### config.mk
export PLATFORM = sky130hd
export DESIGN_NAME = store_write_unit
export DESIGN_NICKNAME = d
export VERILOG_FILES = /design/src/rtl/store_write_unit.sv
export SDC_FILE = /design/constraint.sdc
export NUM_CORES = 1
export LEC_CHECK = 0
export ABC_AREA = 1
export BUFFER_PORTS_ARGS = -buffer_cell sky130_fd_sc_hd__buf_2
export CORE_UTILIZATION = 30
export DETAILED_ROUTE_END_ITERATION = 10
export SLEW_MARGIN = 20
export SYNTH_ARGS = -nofsm -noshare
export SYNTH_HDL_FRONTEND = slang
export SYNTH_SLANG_ARGS = --single-unit
### constraint.sdc
create_clock -name clk -period 6.7 [get_ports clk]
set_input_delay 0.335 -clock clk [delete_from_list [all_inputs] [get_ports clk]]
set_output_delay 0.335 -clock clk [all_outputs]
set_load 0.1 [all_outputs]
### src/rtl/store_write_unit.sv
// store_write_unit: store alignment and in-order store buffer draining to the data SRAM
//   clk, reset                         clock, synchronous active-high reset
//   es_st_valid/ready                  store request handshake from execute
//   es_st_width/lr/addr/data           store kind (byte/half/word, swl/swr), byte address, rt value
//   flush                              suppresses this cycle's push only
//   wr_req/addr/wstrb/wdata/addr_ok    SRAM write handshake, head of buffer
//   sb_empty, sb_count                 buffer occupancy for load hazard logic
module store_write_unit #(
    parameter int DEPTH = 2,
    localparam int AW = $clog2(DEPTH),
    localparam int CW = AW + 1
) (
    input  logic          clk,
    input  logic          reset,
    input  logic          es_st_valid,
    output logic          es_st_ready,
    input  logic [1:0]    es_st_width,
    input  logic [1:0]    es_st_lr,
    input  logic [31:0]   es_st_addr,
    input  logic [31:0]   es_st_data,
    input  logic          flush,
    output logic          wr_req,
    output logic [31:0]   wr_addr,
    output logic [3:0]    wr_wstrb,
    output logic [31:0]   wr_wdata,
    input  logic          wr_addr_ok,
    output logic          sb_empty,
    output logic [CW-1:0] sb_count
);
    logic [31:0]   addr_q [DEPTH];
    logic [3:0]    strb_q [DEPTH];
    logic [31:0]   data_q [DEPTH];
    logic [AW-1:0] head, tail;
    logic [1:0]    off, inv;
    logic [3:0]    strb;
    logic [31:0]   data;
    logic          push, pop;

    assign off = es_st_addr[1:0];
    assign inv = 2'd3 - off;

    // lr=11 never issues; lr[1] alone selects swl so it falls into the swl path
    always_comb begin
        strb = es_st_lr[1] ? 4'b1111 >> inv :
               es_st_lr[0] ? 4'b1111 << off :
               es_st_width == 2'b01 ? 4'b0001 << off :
               es_st_width == 2'b10 ? 4'b0011 << {off[1], 1'b0} : 4'b1111;
        data = es_st_lr[1] ? es_st_data >> {inv, 3'b000} :
               es_st_lr[0] ? es_st_data << {off, 3'b000} :
               es_st_width == 2'b01 ? {4{es_st_data[7:0]}} :
               es_st_width == 2'b10 ? {2{es_st_data[15:0]}} : es_st_data;
    end

    assign es_st_ready = sb_count < CW'(DEPTH);
    assign sb_empty    = sb_count == '0;
    assign wr_req      = !sb_empty;
    assign wr_addr     = wr_req ? addr_q[head] : '0;
    assign wr_wstrb    = wr_req ? strb_q[head] : '0;
    assign wr_wdata    = wr_req ? data_q[head] : '0;
    assign push        = es_st_valid && es_st_ready && !flush;
    assign pop         = wr_req && wr_addr_ok;

    always_ff @(posedge clk) begin
        if (reset) begin
            head     <= '0;
            tail     <= '0;
            sb_count <= '0;
        end else begin
            if (push) begin
                addr_q[tail] <= {es_st_addr[31:2], 2'b00};
                strb_q[tail] <= strb;
                data_q[tail] <= data;
                tail         <= tail + AW'(1);
            end
            if (pop)
                head <= head + AW'(1);
            sb_count <= sb_count + CW'(push) - CW'(pop);
        end
    end
endmodule
==> qor.txt <==
Placer Congestion: 0.871
Setup Viol. Count Final: 0
critical path class: register to primary output
worst hold-check path type: primary input to register
Worst Tran Pin Value: 966 ps
CP endpoint kind: primary output
H-tree Lvls: 4
first-pass iteration count of the detailed router: 5
Worst R2R Path Depth: 4
number of global-route vias before repair: 5402
Post-CTS Hold Buffers: 0
CP max stage cell: buf_4
Root Buffer: clkbuf_16
post-synth top area share: 57.0%
relative slew slack: 35.6%
first-pass GRT wire length: 30000 um
Final Hold Fails: 0
Setup TNS: 0 ps
Max Freq: 0.353 GHz
unrepaired setup endpoints after global routing: false
DR vias/cell: 4.81
Adder-Cell Fraction of Synth Area: 0.360%
delay-heaviest family, CP: buffers and inverters
nets@finish: 1007
DRC violations left: 0
Vias: 5912
Sink Count: 137
Initial Util: 30.6%
Mapped Area: 0.00695 mm^2
largest net degree at the start of global routing: 67
Crit Path Max Fanout: 35
share of cells above drive strength 1: 20.6%
R2R setup slack: 4760 ps
Congestion Overflow GR: 0
most frequent cell after synthesis: nand2_1
Die X: 154 um
clock-pin slew on the worst setup and hold paths: 60 ps
total track usage: 16.7%
critical path data required time: 6360 ps
Row Count: 55
Die Y-Extent: 154 um
Synth Instances: 807
drt total wl: 19500 um
sequential share of the synthesized area: 58.5%
crit-path max cell delay: 500 ps
portion of netlist area occupied by mux cells: 0%
largest area contributor in the netlist: edfxtp_1
Buf/Inv on CP: 3
antenna violations before repair: 0
dpl ws: 4240 ps
post-synthesis simple-gate area fraction: 27.6%
CP cell instances: inv_2 -> buf_4 -> nand2_1 -> a21oi_1 -> buf_2
Max Cap Viol: 0
CTS tree: done
complex-gate fraction of the synthesized area: 7.33%
Yosys cell types: 28
worst r2r dst: data_q[1][20]
antenna cells: 0
number of setup buffers added after CTS: 0
Iter 0 DRT Violations: 453
arrival time of the worst setup path: 2500 ps
Top Ports: 146
pins over their slew limit: 0
IO buf count: 143
IR Drop Worst-Case VDD: 0.230 mV
critical path depth in cells: 5
Post-Synth XOR/XNOR Area: 0.126%
Core Area: 0.0227 mm^2
count of state elements after synthesis: 137
Hold Crit Depth: 1
Post-synth EDFFs: 132
Critical Path Source Type: register
Power Density: 496 mW/mm^2
ys async rst share: 0%
area grow syn2layout: 21.1%
post-route setup slack: 3860 ps
Period minus WS final: 2840 ps
status: finished clean
Syn Area/Cell: 8.61 um^2
ys flop type: edfxtp_1
Synth area leaders: edfxtp_1, nand2_1, nand3_1
CTS Buffer Depth: 2
Post-synth top cells: nand2_1, edfxtp_1, nand3_1, a21oi_1, inv_1
Antenna Nets Post-Route: 0
largest family of logic cells by synthesized area: simple AND/OR/NAND/NOR gates
leak pwr: 3.78 nW
Clock Skews: 5.71 ps
Worst-Skew Late Latency: 410 ps
Critical Path Sink: wr_wdata[0]
crit share post-route: 42.3%
Die Area: 0.0238 mm^2
CTS buffer count: 17
fill count: 2327
dpl hpwl: 12600 um
Yosys Warn Count: 0
post_cts resized: 0
Reg-to-Reg Start: sb_count[1]
WL per Instance: 15.9 um
[where the power goes]
group	total, W	switching, W	leakage, nW	internal, W
sequential	0.00101	0.0000166	1.25	0.000997
combinational	0.00231	0.00202	2.29	0.000285
clock	0.000854	0.000349	0.244	0.000505
total	0.00417	0.00239	3.78	0.00179
[how the worst min path moves through the flow]
stage	start	to	slack (ps)
3_5_place_dp	tail	tail	470
2_1_floorplan	reset	tail	400
6_report	es_st_addr[4]	addr_q[1][2]	120
3_3_place_gp	tail	tail	450
5_1_grt	es_st_addr[4]	addr_q[1][2]	90
4_1_cts	es_st_addr[4]	addr_q[1][2]	90
[state kept, by name, summed over array words and instances (netlist names), named ones only]
signal	count
strb_q	8
data_q	64
sb_count	2
addr_q	60
tail	1
head	1
[worst register-to-register path: cells and delay by family, from the launching register on]
family | cells | cell delay, ps
and+or+nand+nor | 2 | 280
buffers and inverters | 2 | 850
DFF | 1 | 350
[kinds of logic (layout without fill, tap and decap cells)]
kind of cell,after synthesis,in the layout
adders and majority gates,2,2
and+or+nand+nor,474,474
AOI/OAI and AO/OA,96,96
other,1,2
xor gates and xnor gates,1,1
DFF,137,137
buffers and inverters,96,233
[stage by stage]
stage | std cells | cell area [um^2] | total power (W) | hold WS (ps) | util [%]
finish | 1230 | 8410 | 0.00417 | 115 | 37.1
global route | 1230 | 8410 | 0.00433 | 93.0 | 37.1
CTS | 1230 | 8410 | 0.00422 | 89.6 | 37.1
detailed placement | 1198 | 7880 | 0.00336 | 474 | 34.7
global placement | 1198 | 7880 | 0.00335 | 451 | 34.7
floorplan | 808 | 6960 | 0.00296 | 404 | -
[per-layer routing]
metal  global-route usage, %  routed length, um
met1                    22.4               8780
met2                    26.5               9060
met3                    3.19               1200
met4                    6.52                489
met5                       0                  0
[layout by cell type (no fill, tap or decap), types with 4 or more instances in the layout]
master      instances
a22oi_1             4
buf_2             143
a32oi_1             4
inv_2               8
nand2_1           366
inv_1              43
buf_4               6
nand3_1            71
nor2_4              4
o21ai_0            18
edfxtp_1          132
a21oi_1            67
nor2_1             25
dfxtp_1             4
clkbuf_16          17
clkinvlp_4          6
[cell type report]
type	instances	area (um^2)	area share, %
multi-input combinational	575	2500	29.7
inverter	52	196	2.33
clock inverter	13	105	1.25
clock buffer	19	433	5.14
sequential	137	4070	48.3
tap	285	357	4.24
timing repair buffer	149	761	9.04
Power figures use the tool's default switching activity.
